$ cat src/rtl/l1_mem_arb_pkg.sv
// Shared definitions for the L1 memory-port arbiter and the L1 caches that
// sit in front of it: FSM encoding, line geometry and address alignment.
package l1_mem_arb_pkg;

   // Line geometry shared with the I-cache and D-cache.
   localparam int L1_WORDS_PER_LINE = 8;
   localparam int L1_OFFSET_BITS    = 5;

   // Sequencer states; IDLE is the all-zero encoding so the debug view
   // reads 0 straight out of reset.
   typedef enum logic [2:0] {
      ST_IDLE  = 3'd0,
      ST_CMD   = 3'd1,
      ST_BURST = 3'd2,
      ST_WACK  = 3'd3,
      ST_DONE  = 3'd4
   } arb_state_e;

   // Clear the byte-offset bits so a line fill always starts on a line boundary.
   function automatic logic [31:0] addr_line_align(input logic [31:0] addr,
                                                   input int unsigned off_bits);
      logic [31:0] mask;
      mask = 32'hFFFF_FFFF << off_bits;
      return addr & mask;
   endfunction

endpackage

$ cat src/rtl/rr_arbiter.sv
// Combinational round-robin pick: first asserted request at or after the
// priority pointer, wrapping around. The pointer itself lives in the parent.
module rr_arbiter #(
   parameter int NUM_REQ = 2,
   parameter int IDX_W   = 1
) (
   input  logic [NUM_REQ-1:0] req_valid_i,
   input  logic [IDX_W-1:0]   ptr_i,
   output logic [NUM_REQ-1:0] gnt_o,
   output logic               found_o,
   output logic [IDX_W-1:0]   idx_o
);

   // Two passes: indices >= ptr first, then the wrapped-around lower indices.
   always_comb begin
      gnt_o   = '0;
      found_o = 1'b0;
      idx_o   = '0;
      for (int j = 0; j < NUM_REQ; j++) begin
         if (!found_o && req_valid_i[j] && (IDX_W'(j) >= ptr_i)) begin
            found_o  = 1'b1;
            idx_o    = IDX_W'(j);
            gnt_o[j] = 1'b1;
         end
      end
      for (int j = 0; j < NUM_REQ; j++) begin
         if (!found_o && req_valid_i[j]) begin
            found_o  = 1'b1;
            idx_o    = IDX_W'(j);
            gnt_o[j] = 1'b1;
         end
      end
   end

endmodule

$ cat src/rtl/l1_mem_arbiter.sv
// Shares the single main-memory port between the L1 I-cache (requester 0)
// and D-cache (requester 1). One transaction at a time: a line-fill burst
// or a single-word write-through store, with a watchdog that aborts a
// transaction when memory stalls too long.
//
// Handshakes: a command transfers in any cycle with MEM_VALID && MEM_READY;
// the command outputs stay stable until then. Each MEM_RVALID in BURST is
// one read beat, the first MEM_RVALID in WACK is the store acknowledge.
// A requester holds REQ_VALID until it sees its RSP_DONE pulse.
module l1_mem_arbiter
   import l1_mem_arb_pkg::*;
#(
   parameter int NUM_REQ        = 2,
   parameter int WORDS_PER_LINE = L1_WORDS_PER_LINE,
   parameter int OFFSET_BITS    = L1_OFFSET_BITS,
   parameter int TIMEOUT_CYCLES = 255
) (
   input  logic                  CLK,
   input  logic                  RST,
   input  logic [NUM_REQ-1:0]    REQ_VALID,
   input  logic [NUM_REQ-1:0]    REQ_WRITE,
   input  logic [NUM_REQ*32-1:0] REQ_ADDR,
   input  logic [NUM_REQ*32-1:0] REQ_WDATA,
   output logic [NUM_REQ-1:0]    GRANT,
   output logic                  RSP_VALID,
   output logic [2:0]            RSP_WORD,
   output logic [31:0]           RSP_DATA,
   output logic [NUM_REQ-1:0]    RSP_DONE,
   output logic                  RSP_ERR,
   output logic                  MEM_VALID,
   output logic                  MEM_WRITE,
   output logic [31:0]           MEM_ADDR,
   output logic [31:0]           MEM_WDATA,
   input  logic                  MEM_READY,
   input  logic                  MEM_RVALID,
   input  logic [31:0]           MEM_RDATA,
   output logic [2:0]            DBG_STATE
);

   localparam int IDX_W = (NUM_REQ > 1) ? $clog2(NUM_REQ) : 1;
   localparam int WD_W  = $clog2(TIMEOUT_CYCLES + 1);

   arb_state_e          state_q, state_d;
   logic [IDX_W-1:0]    ptr_q, ptr_d;
   logic [IDX_W-1:0]    idx_q, idx_d;
   logic [NUM_REQ-1:0]  gnt_q, gnt_d;
   logic [31:0]         addr_q, addr_d;
   logic [31:0]         wdata_q, wdata_d;
   logic                write_q, write_d;
   logic [2:0]          beat_q, beat_d;
   logic [WD_W-1:0]     wd_q, wd_d;
   logic                err_q, err_d;
   logic                rsp_valid_q;
   logic [2:0]          rsp_word_q;
   logic [31:0]         rsp_data_q;

   logic [NUM_REQ-1:0]  arb_gnt;
   logic                arb_found;
   logic [IDX_W-1:0]    arb_idx;
   logic [31:0]         sel_addr;
   logic [31:0]         sel_wdata;
   logic                sel_write;
   logic                in_cmd;
   logic                in_txn;
   logic                beat;
   logic                wd_expired;

   rr_arbiter #(
      .NUM_REQ (NUM_REQ),
      .IDX_W   (IDX_W)
   ) u_rr_arbiter (
      .req_valid_i (REQ_VALID),
      .ptr_i       (ptr_q),
      .gnt_o       (arb_gnt),
      .found_o     (arb_found),
      .idx_o       (arb_idx)
   );

   // Pick the winning requester's command fields out of the packed buses.
   always_comb begin
      sel_addr  = '0;
      sel_wdata = '0;
      sel_write = 1'b0;
      for (int k = 0; k < NUM_REQ; k++) begin
         if (arb_idx == IDX_W'(k)) begin
            sel_addr  = REQ_ADDR[32*k +: 32];
            sel_wdata = REQ_WDATA[32*k +: 32];
            sel_write = REQ_WRITE[k];
         end
      end
   end

   assign in_cmd     = (state_q == ST_CMD);
   assign in_txn     = (state_q == ST_CMD) || (state_q == ST_BURST) || (state_q == ST_WACK);
   assign beat       = (state_q == ST_BURST) && MEM_RVALID;
   assign wd_expired = (wd_q >= WD_W'(TIMEOUT_CYCLES));

   // Next-state logic: arbitration in IDLE, command/beat sequencing, watchdog.
   always_comb begin
      state_d = state_q;
      ptr_d   = ptr_q;
      idx_d   = idx_q;
      gnt_d   = gnt_q;
      addr_d  = addr_q;
      wdata_d = wdata_q;
      write_d = write_q;
      beat_d  = beat_q;
      wd_d    = wd_q;
      err_d   = err_q;
      unique case (state_q)
         ST_IDLE: begin
            beat_d = '0;
            wd_d   = '0;
            err_d  = 1'b0;
            if (arb_found) begin
               state_d = ST_CMD;
               idx_d   = arb_idx;
               gnt_d   = arb_gnt;
               addr_d  = sel_addr;
               wdata_d = sel_wdata;
               write_d = sel_write;
            end
         end
         ST_CMD: begin
            if (MEM_READY) begin
               state_d = write_q ? ST_WACK : ST_BURST;
               wd_d    = '0;
            end else if (wd_expired) begin
               state_d = ST_DONE;
               err_d   = 1'b1;
            end else begin
               wd_d = wd_q + 1'b1;
            end
         end
         ST_BURST: begin
            if (MEM_RVALID) begin
               wd_d   = '0;
               beat_d = beat_q + 1'b1;
               if (beat_q == 3'(WORDS_PER_LINE - 1)) begin
                  state_d = ST_DONE;
               end
            end else if (wd_expired) begin
               state_d = ST_DONE;
               err_d   = 1'b1;
            end else begin
               wd_d = wd_q + 1'b1;
            end
         end
         ST_WACK: begin
            if (MEM_RVALID) begin
               state_d = ST_DONE;
               wd_d    = '0;
            end else if (wd_expired) begin
               state_d = ST_DONE;
               err_d   = 1'b1;
            end else begin
               wd_d = wd_q + 1'b1;
            end
         end
         ST_DONE: begin
            state_d = ST_IDLE;
            wd_d    = '0;
            if (idx_q == IDX_W'(NUM_REQ - 1)) begin
               ptr_d = '0;
            end else begin
               ptr_d = idx_q + 1'b1;
            end
         end
         default: begin
            state_d = ST_IDLE;
         end
      endcase
   end

   // FSM and transaction registers; reset abandons any transaction silently.
   always_ff @(posedge CLK or posedge RST) begin
      if (RST) begin
         state_q <= ST_IDLE;
         ptr_q   <= '0;
         idx_q   <= '0;
         gnt_q   <= '0;
         addr_q  <= '0;
         wdata_q <= '0;
         write_q <= 1'b0;
         beat_q  <= '0;
         wd_q    <= '0;
         err_q   <= 1'b0;
      end else begin
         state_q <= state_d;
         ptr_q   <= ptr_d;
         idx_q   <= idx_d;
         gnt_q   <= gnt_d;
         addr_q  <= addr_d;
         wdata_q <= wdata_d;
         write_q <= write_d;
         beat_q  <= beat_d;
         wd_q    <= wd_d;
         err_q   <= err_d;
      end
   end

   // Register each read beat toward the grantee for exactly one cycle.
   always_ff @(posedge CLK or posedge RST) begin
      if (RST) begin
         rsp_valid_q <= 1'b0;
         rsp_word_q  <= '0;
         rsp_data_q  <= '0;
      end else begin
         rsp_valid_q <= beat;
         if (beat) begin
            rsp_word_q <= beat_q;
            rsp_data_q <= MEM_RDATA;
         end
      end
   end

   // Outputs decode from registered state only, so reset clears them at once.
   assign GRANT     = in_txn ? gnt_q : '0;
   assign RSP_VALID = rsp_valid_q;
   assign RSP_WORD  = rsp_word_q;
   assign RSP_DATA  = rsp_data_q;
   assign RSP_DONE  = (state_q == ST_DONE) ? gnt_q : '0;
   assign RSP_ERR   = (state_q == ST_DONE) && err_q;
   assign MEM_VALID = in_cmd;
   assign MEM_WRITE = in_cmd && write_q;
   assign MEM_ADDR  = !in_cmd ? 32'h0 :
                      write_q ? addr_q : addr_line_align(addr_q, OFFSET_BITS);
   assign MEM_WDATA = in_cmd ? wdata_q : 32'h0;
   assign DBG_STATE = state_q;

endmodule

$ cat config.mk
export PLATFORM = sky130hd
export DESIGN_NAME = l1_mem_arbiter
export DESIGN_NICKNAME = d
export VERILOG_FILES = /design/src/rtl/l1_mem_arb_pkg.sv /design/src/rtl/rr_arbiter.sv /design/src/rtl/l1_mem_arbiter.sv
export SDC_FILE = /design/constraint.sdc
export NUM_CORES = 1
export LEC_CHECK = 0
export CAP_MARGIN = 10
export CORE_MARGIN = 3
export CORE_UTILIZATION = 36
export DETAILED_ROUTE_END_ITERATION = 6
export PLACE_DENSITY_LB_ADDON = 0.05
export SETUP_SLACK_MARGIN = 0.3
export SKIP_LAST_GASP = 1
export SLEW_MARGIN = 0
export SYNTH_ARGS = -nofsm -noshare
export SYNTH_HDL_FRONTEND = slang
export SYNTH_SLANG_ARGS = --single-unit
$ cat constraint.sdc
create_clock -name CLK -period 5.84 [get_ports CLK]
set_input_delay 1.168 -clock CLK [delete_from_list [all_inputs] [get_ports CLK]]
set_output_delay 1.168 -clock CLK [all_outputs]
set_load 0.03 [all_outputs]
==> results of run 1 <==
[cell usage after synthesis]
| cell | number |
|---|---|
| mux2i_1 | 65 |
| mux2_2 | 34 |
| inv_1 | 5 |
| a21oi_1 | 76 |
| buf_2 | 25 |
| a22o_1 | 3 |
| nand4_1 | 1 |
| o211ai_1 | 1 |
| ha_1 | 3 |
| nand2b_1 | 1 |
| clkbuf_1 | 7 |
| nand4b_1 | 1 |
| nor3b_1 | 2 |
| o32a_1 | 1 |
| o31ai_1 | 1 |
| nand2_1 | 8 |
| o21ai_1 | 3 |
| a21oi_4 | 1 |
| a211oi_1 | 1 |
| buf_4 | 2 |
| dfrtp_1 | 120 |
| a21o_1 | 1 |
| a22oi_1 | 1 |
| and2_0 | 1 |
| and4_1 | 1 |
| nor3_1 | 4 |
| o21ai_0 | 6 |
| mux2_1 | 3 |
| and2_1 | 60 |
| nor2_1 | 71 |
| nand3b_1 | 2 |
| or3b_4 | 1 |
| o21a_1 | 2 |
| buf_1 | 1 |
| buf_6 | 2 |
| a31o_1 | 3 |
| a31oi_1 | 3 |
| a41oi_1 | 2 |
| and3_1 | 10 |
[cell type report]
| cell class | count | area, sq um |
|---|---|---|
| clock inverter | 13 | 225 |
| tap | 211 | 264 |
| multi-input combinational | 373 | 2560 |
| timing repair buffer | 283 | 2830 |
| clock buffer | 19 | 443 |
| fill | 1288 | 6080 |
| inverter | 5 | 21.3 |
| sequential | 120 | 3000 |
[metal layers]
layer	part of all wire, %	track usage (%)	routed length [microns]
met5	0	0	0
met4	2.2	7.10	373
met3	9.0	7.56	1550
met2	49	33.7	8510
met1	40	22.5	6840
[registers in the layout, summed over array words and instances, names as in the netlist]
register,cells
wd_q,8
RSP_WORD,3
idx_q,1
wdata_q,32
addr_q,32
beat_q,3
write_q,1
gnt_q,2
DBG_STATE,3
ptr_q,1
RSP_VALID,1
err_q,1
RSP_DATA,32
[power groups by stage]
| stage | clock network [uW] | logic [uW] | registers (uW) |
|---|---|---|---|
| 2_1_floorplan | 0 | 1400 | 1620 |
| 3_3_place_gp | 0 | 2580 | 1420 |
| 3_5_place_dp | 0 | 2610 | 1440 |
| 4_1_cts | 1210 | 2610 | 1430 |
| 5_1_grt | 1250 | 2780 | 1480 |
| 6_report | 1180 | 2580 | 1430 |
[cells by family (layout without fill, tap and decap cells)]
logic type | after synthesis | in the layout | share of synthesized area (%)
AOI/OAI and AO/OA | 105 | 105 | 10.3
adders and majority gates | 3 | 3 | 0.654
buffers and inverters | 42 | 320 | 3.68
DFF | 120 | 120 | 52.3
muxes | 102 | 102 | 18.6
and+or+nand+nor | 163 | 163 | 14.5
[worst paths after layout]
kind	startpoint	to	slack, ns	depth (start not counted)
max	DBG_STATE[2]$_DFFE_PP0P_	MEM_ADDR[1]	2.07	4
min	idx_q$_DFFE_PP0P_	ptr_q$_DFFE_PP0N_	0.46	1
max reg2reg	DBG_STATE[2]$_DFFE_PP0P_	addr_q[30]$_DFFE_PP0P_	3.14	5
min reg2reg	idx_q$_DFFE_PP0P_	ptr_q$_DFFE_PP0N_	0.46	1
max in group asynchronous	RST	wdata_q[7]$_DFFE_PP0P_	3.32	3
min in group asynchronous	RST	RSP_DATA[9]$_DFFE_PP0P_	1.36	2
[stage by stage]
step | total power (uW) | area, sq um | utilization, % | setup WS, ns
2_1_floorplan | 3020 | 5740 | - | 1.49
3_3_place_gp | 4000 | 8680 | 56.2 | 2.34
3_5_place_dp | 4050 | 8680 | 56.2 | 2.25
4_1_cts | 5260 | 9350 | 60.6 | 2.04
5_1_grt | 5510 | 9350 | 60.6 | 1.96
6_report | 5190 | 9350 | 60.6 | 2.07
==> run summary, run 1 <==
status -> finished clean
Max-Cap Viols -> 0
Post-CTS Hold Fix Bufs -> 0
Final Slew Violations -> 0
vias in the first global route -> 5124
Synth top area share -> 52.3%
leading cell type in the layout, fill and taps excluded -> clkdlybuf4s50_1
CTS max path bufs -> 2
Arr. time, crit path -> 2.60 ns
VDD IR max -> 0.000295 V
Buf+Inv Stages, Crit Path -> 2
slowest cell on the critical path -> clkdlybuf4s50_1
Final nets -> 971
TNS Setup -> 0 ns
CTS tree -> yes
CP peak stage delay -> 0.72 ns
combinational fraction of design power -> 49.7%
largest net degree at the start of global routing -> 98
post-CTS sizing -> 0
synthesized area -> 0.00574 sq mm
number of port buffers -> 277
first-pass GRT wire length -> 27.6 mm
Layout area overhead -> 62.7%
Overflow after GRT -> 0
Flop pwr share -> 27.5%
Vias per Instance -> 4.82
top cell type by total area after synthesis -> dfrtp_1
Clk network pwr share -> 22.8%
Slew @ Worst Pin -> 1.09 ns
RSZ-0062 raised after global routing -> no
Seq/Total Area, Yosys -> 52.3%
Non-Filler Instances -> 1024
Synthesized Nets -> 706
drt pass-1 iters -> 4
later-pin clock latency in the skew report -> 0.41 ns
commonest non-fill, non-tap cells in the layout -> clkdlybuf4s50_1 (277), dfrtp_1 (120), a21oi_1 (76)
initial antenna violation count -> 0
f_max -> 265 MHz
Clock transition at path regs -> 0.06 ns
LEAKAGE -> 0.00403 uW
Cell Int Power -> 3150 uW
Residual DRC -> 0
Hold Crit Class -> flip-flop to flip-flop
initial detailed-routing violation count -> 250
chip width -> 132 microns
Synth cell types -> 39
Setup CP Type -> flip-flop to primary output
CTS Buf Count -> 17
hold_ws -> 0.464 ns
initial core utilization -> 37.2%
Die H -> 132 microns
top cells by area, synth -> dfrtp_1 (52%), mux2i_1 (11%), mux2_2 (6.7%), a21oi_1 (6.6%), and2_1 (6.5%)
dpl cells -> 992
WL per Instance -> 16.9 microns
Sw Ratio -> 39.3%
num ports -> 278
Synth Register Bits -> 120
Post-DP HPWL -> 12.7 mm
Final Wtd Congestion -> 0.836
Startpoint Class -> flip-flop
period utilization -> 64.5%
slew margin rel. -> 26.9%
fin crit period -> 3.77 ns
Crit. End Element -> primary output
H-tree depth -> 4
Post-CTS Setup Bufs -> 0
CP delay by family, top -> buffers and inverters
clk sink count -> 120
routed via count -> 4940
Detail Route Antenna Nets -> 0
Fin Clk Skew -> 0.00723 ns
Mean Syn Cell Area -> 10.7 sq um
layout cells sized above 1 -> 9.59%
Power Density -> 556 mW/mm^2
Worst EP required -> 4.67 ns
worst-path fanout max -> 42
final setup violation count -> 0
Total GRT Usage -> 19.7%
NetSw -> 2040 uW
CTS Root Cell -> clkbuf_16
core area -> 0.0154 sq mm
synthesis warning total -> 0
antenna fix cells -> 0
Die ar. -> 0.0175 sq mm
CP Cell Sequence -> nor3b_2, buf_4, and3_1, clkdlybuf4s50_1
WL final -> 17.3 mm
num rows -> 45
Cells after Synth -> 535
Hold Fails Final Rpt -> 0
(Power assumes the default switching activity.)
==> run 2, diff against run 1 <==
==> constraint.sdc (replaced) <==
create_clock -name CLK -period 3.15 [get_ports CLK]
set_input_delay 0.63 -clock CLK [delete_from_list [all_inputs] [get_ports CLK]]
set_output_delay 0.63 -clock CLK [all_outputs]
set_load 0.03 [all_outputs]
==> run summary, run 2 (synthesis results as in run 1) <==
dpl cells -> 999
drt pass-1 iters -> 4
Detail Route Antenna Nets -> 0
final setup violation count -> 0
CP peak stage delay -> 0.51 ns
slowest cell on the critical path -> dfrtp_1
WL final -> 16.6 mm
Place WS -> 0.500 ns
Setup CP Type -> flip-flop to primary output
Clock transition at path regs -> 0.05 ns
CTS Root Cell -> clkbuf_16
number of port buffers -> 277
RSZ-0062 raised after global routing -> yes
slew margin rel. -> 63.1%
worst-path fanout max -> 26
num ports -> 278
Arr. time, crit path -> 2.07 ns
status -> finished clean
Layout area overhead -> 61.4%
Post-DP HPWL -> 12.7 mm
clk sink count -> 120
commonest non-fill, non-tap cells in the layout -> clkdlybuf4s50_1 (210), dfrtp_1 (119), a21oi_1 (76)
Slew @ Worst Pin -> 0.553 ns
H-tree depth -> 4
leading cell type in the layout, fill and taps excluded -> clkdlybuf4s50_1
TNS Setup -> 0 ns
later-pin clock latency in the skew report -> 0.41 ns
Worst Hold Path Cells -> 1
Hold Fails Final Rpt -> 0
Startpoint Class -> flip-flop
Buf+Inv Stages, Crit Path -> 2
chip width -> 132 microns
Overflow after GRT -> 0
layout cells sized above 1 -> 10.2%
Residual DRC -> 0
VDD IR max -> 0.000568 V
routed via count -> 4857
Crit. End Element -> primary output
CTS tree -> yes
Die ar. -> 0.0175 sq mm
CP delay by family, top -> buffers and inverters
initial antenna violation count -> 0
CTS max path bufs -> 2
first-pass GRT wire length -> 26.9 mm
CP Cell Sequence -> nor3b_2, buf_4, and2_1, dlygate4sd2_1
Final Wtd Congestion -> 0.796
initial detailed-routing violation count -> 224
CTS Buf Count -> 17
period utilization -> 85.7%
antenna fix cells -> 0
initial core utilization -> 37.2%
Power, Total -> 9030 uW
LEAKAGE -> 0.00433 uW
Final Slew Violations -> 0
vias in the first global route -> 4945
Worst EP required -> 2.52 ns
core area -> 0.0154 sq mm
WL per Instance -> 16.1 microns
Hold Crit Class -> flip-flop to flip-flop
fin crit period -> 2.70 ns
hold_ws -> 0.465 ns
f_max -> 370 MHz
Vias per Instance -> 4.71
Fin Clk Skew -> 0.00491 ns
Final nets -> 978
Non-Filler Instances -> 1031
Power Density -> 974 mW/mm^2
Critical Path Stages -> 4
num rows -> 45
Final WS setup -> 0.451 ns
Max-Cap Viols -> 0
Die H -> 132 microns
largest net degree at the start of global routing -> 74
R2R cell count -> 6
Total GRT Usage -> 19.1%
==> run 2: per-stage QoR <==
step	utilization (%)	cell area [sq um]
after floorplan	-	5750
after global placement	56.9	8780
after detailed placement	56.9	8780
after CTS	60.0	9260
after global routing	60.1	9270
final	60.1	9270
==> run 2: where the power goes <==
part | total [uW] | switching [uW] | internal [uW]
Sequential | 2640 | 397 | 2250
Combinational | 4560 | 2680 | 1880
Clock | 1820 | 652 | 1170
==> run 2: path summary, 6_finish.rpt <==
| kind | from | end | slack (ns) |
|---|---|---|---|
| setup / recovery | DBG_STATE[1]$_DFFE_PP0P_ | MEM_WDATA[22] | 0.45 |
| hold / removal | idx_q$_DFFE_PP0P_ | ptr_q$_DFFE_PP0N_ | 0.46 |
| setup reg to reg | DBG_STATE[2]$_DFFE_PP0P_ | wdata_q[13]$_DFFE_PP0P_ | 1.10 |
| hold reg to reg | idx_q$_DFFE_PP0P_ | ptr_q$_DFFE_PP0N_ | 0.46 |
| max in group asynchronous | RST | gnt_q[0]$_DFFE_PP0P_ | 1.84 |
| min in group asynchronous | RST | RSP_DATA[8]$_DFFE_PP0P_ | 0.63 |
==> run 2: area by class of cell <==
type / instances / area, sq um
repair buffers: 290 / 2870
clock buffers: 22 / 454
inverters: 5 / 22.5
fillers: 1325 / 6150
multi-input cells: 373 / 2560
clock inverters: 10 / 103
well taps: 211 / 264
flip-flops and latches: 120 / 3000
==> run 2: what timing repair did <==
action                                  in CTS  in global routing
endpoints found under the setup margin      66                  7
hold buffers                                 0                  0
setup buffers                                0                  0
gates resized for setup                     66                  5
==> run 2: metal layers <==
layer,wire [microns],global-route usage (%)
met1,6590,22.7
met3,1590,8.05
met4,206,5.66
met2,8180,31.7
met5,0,0
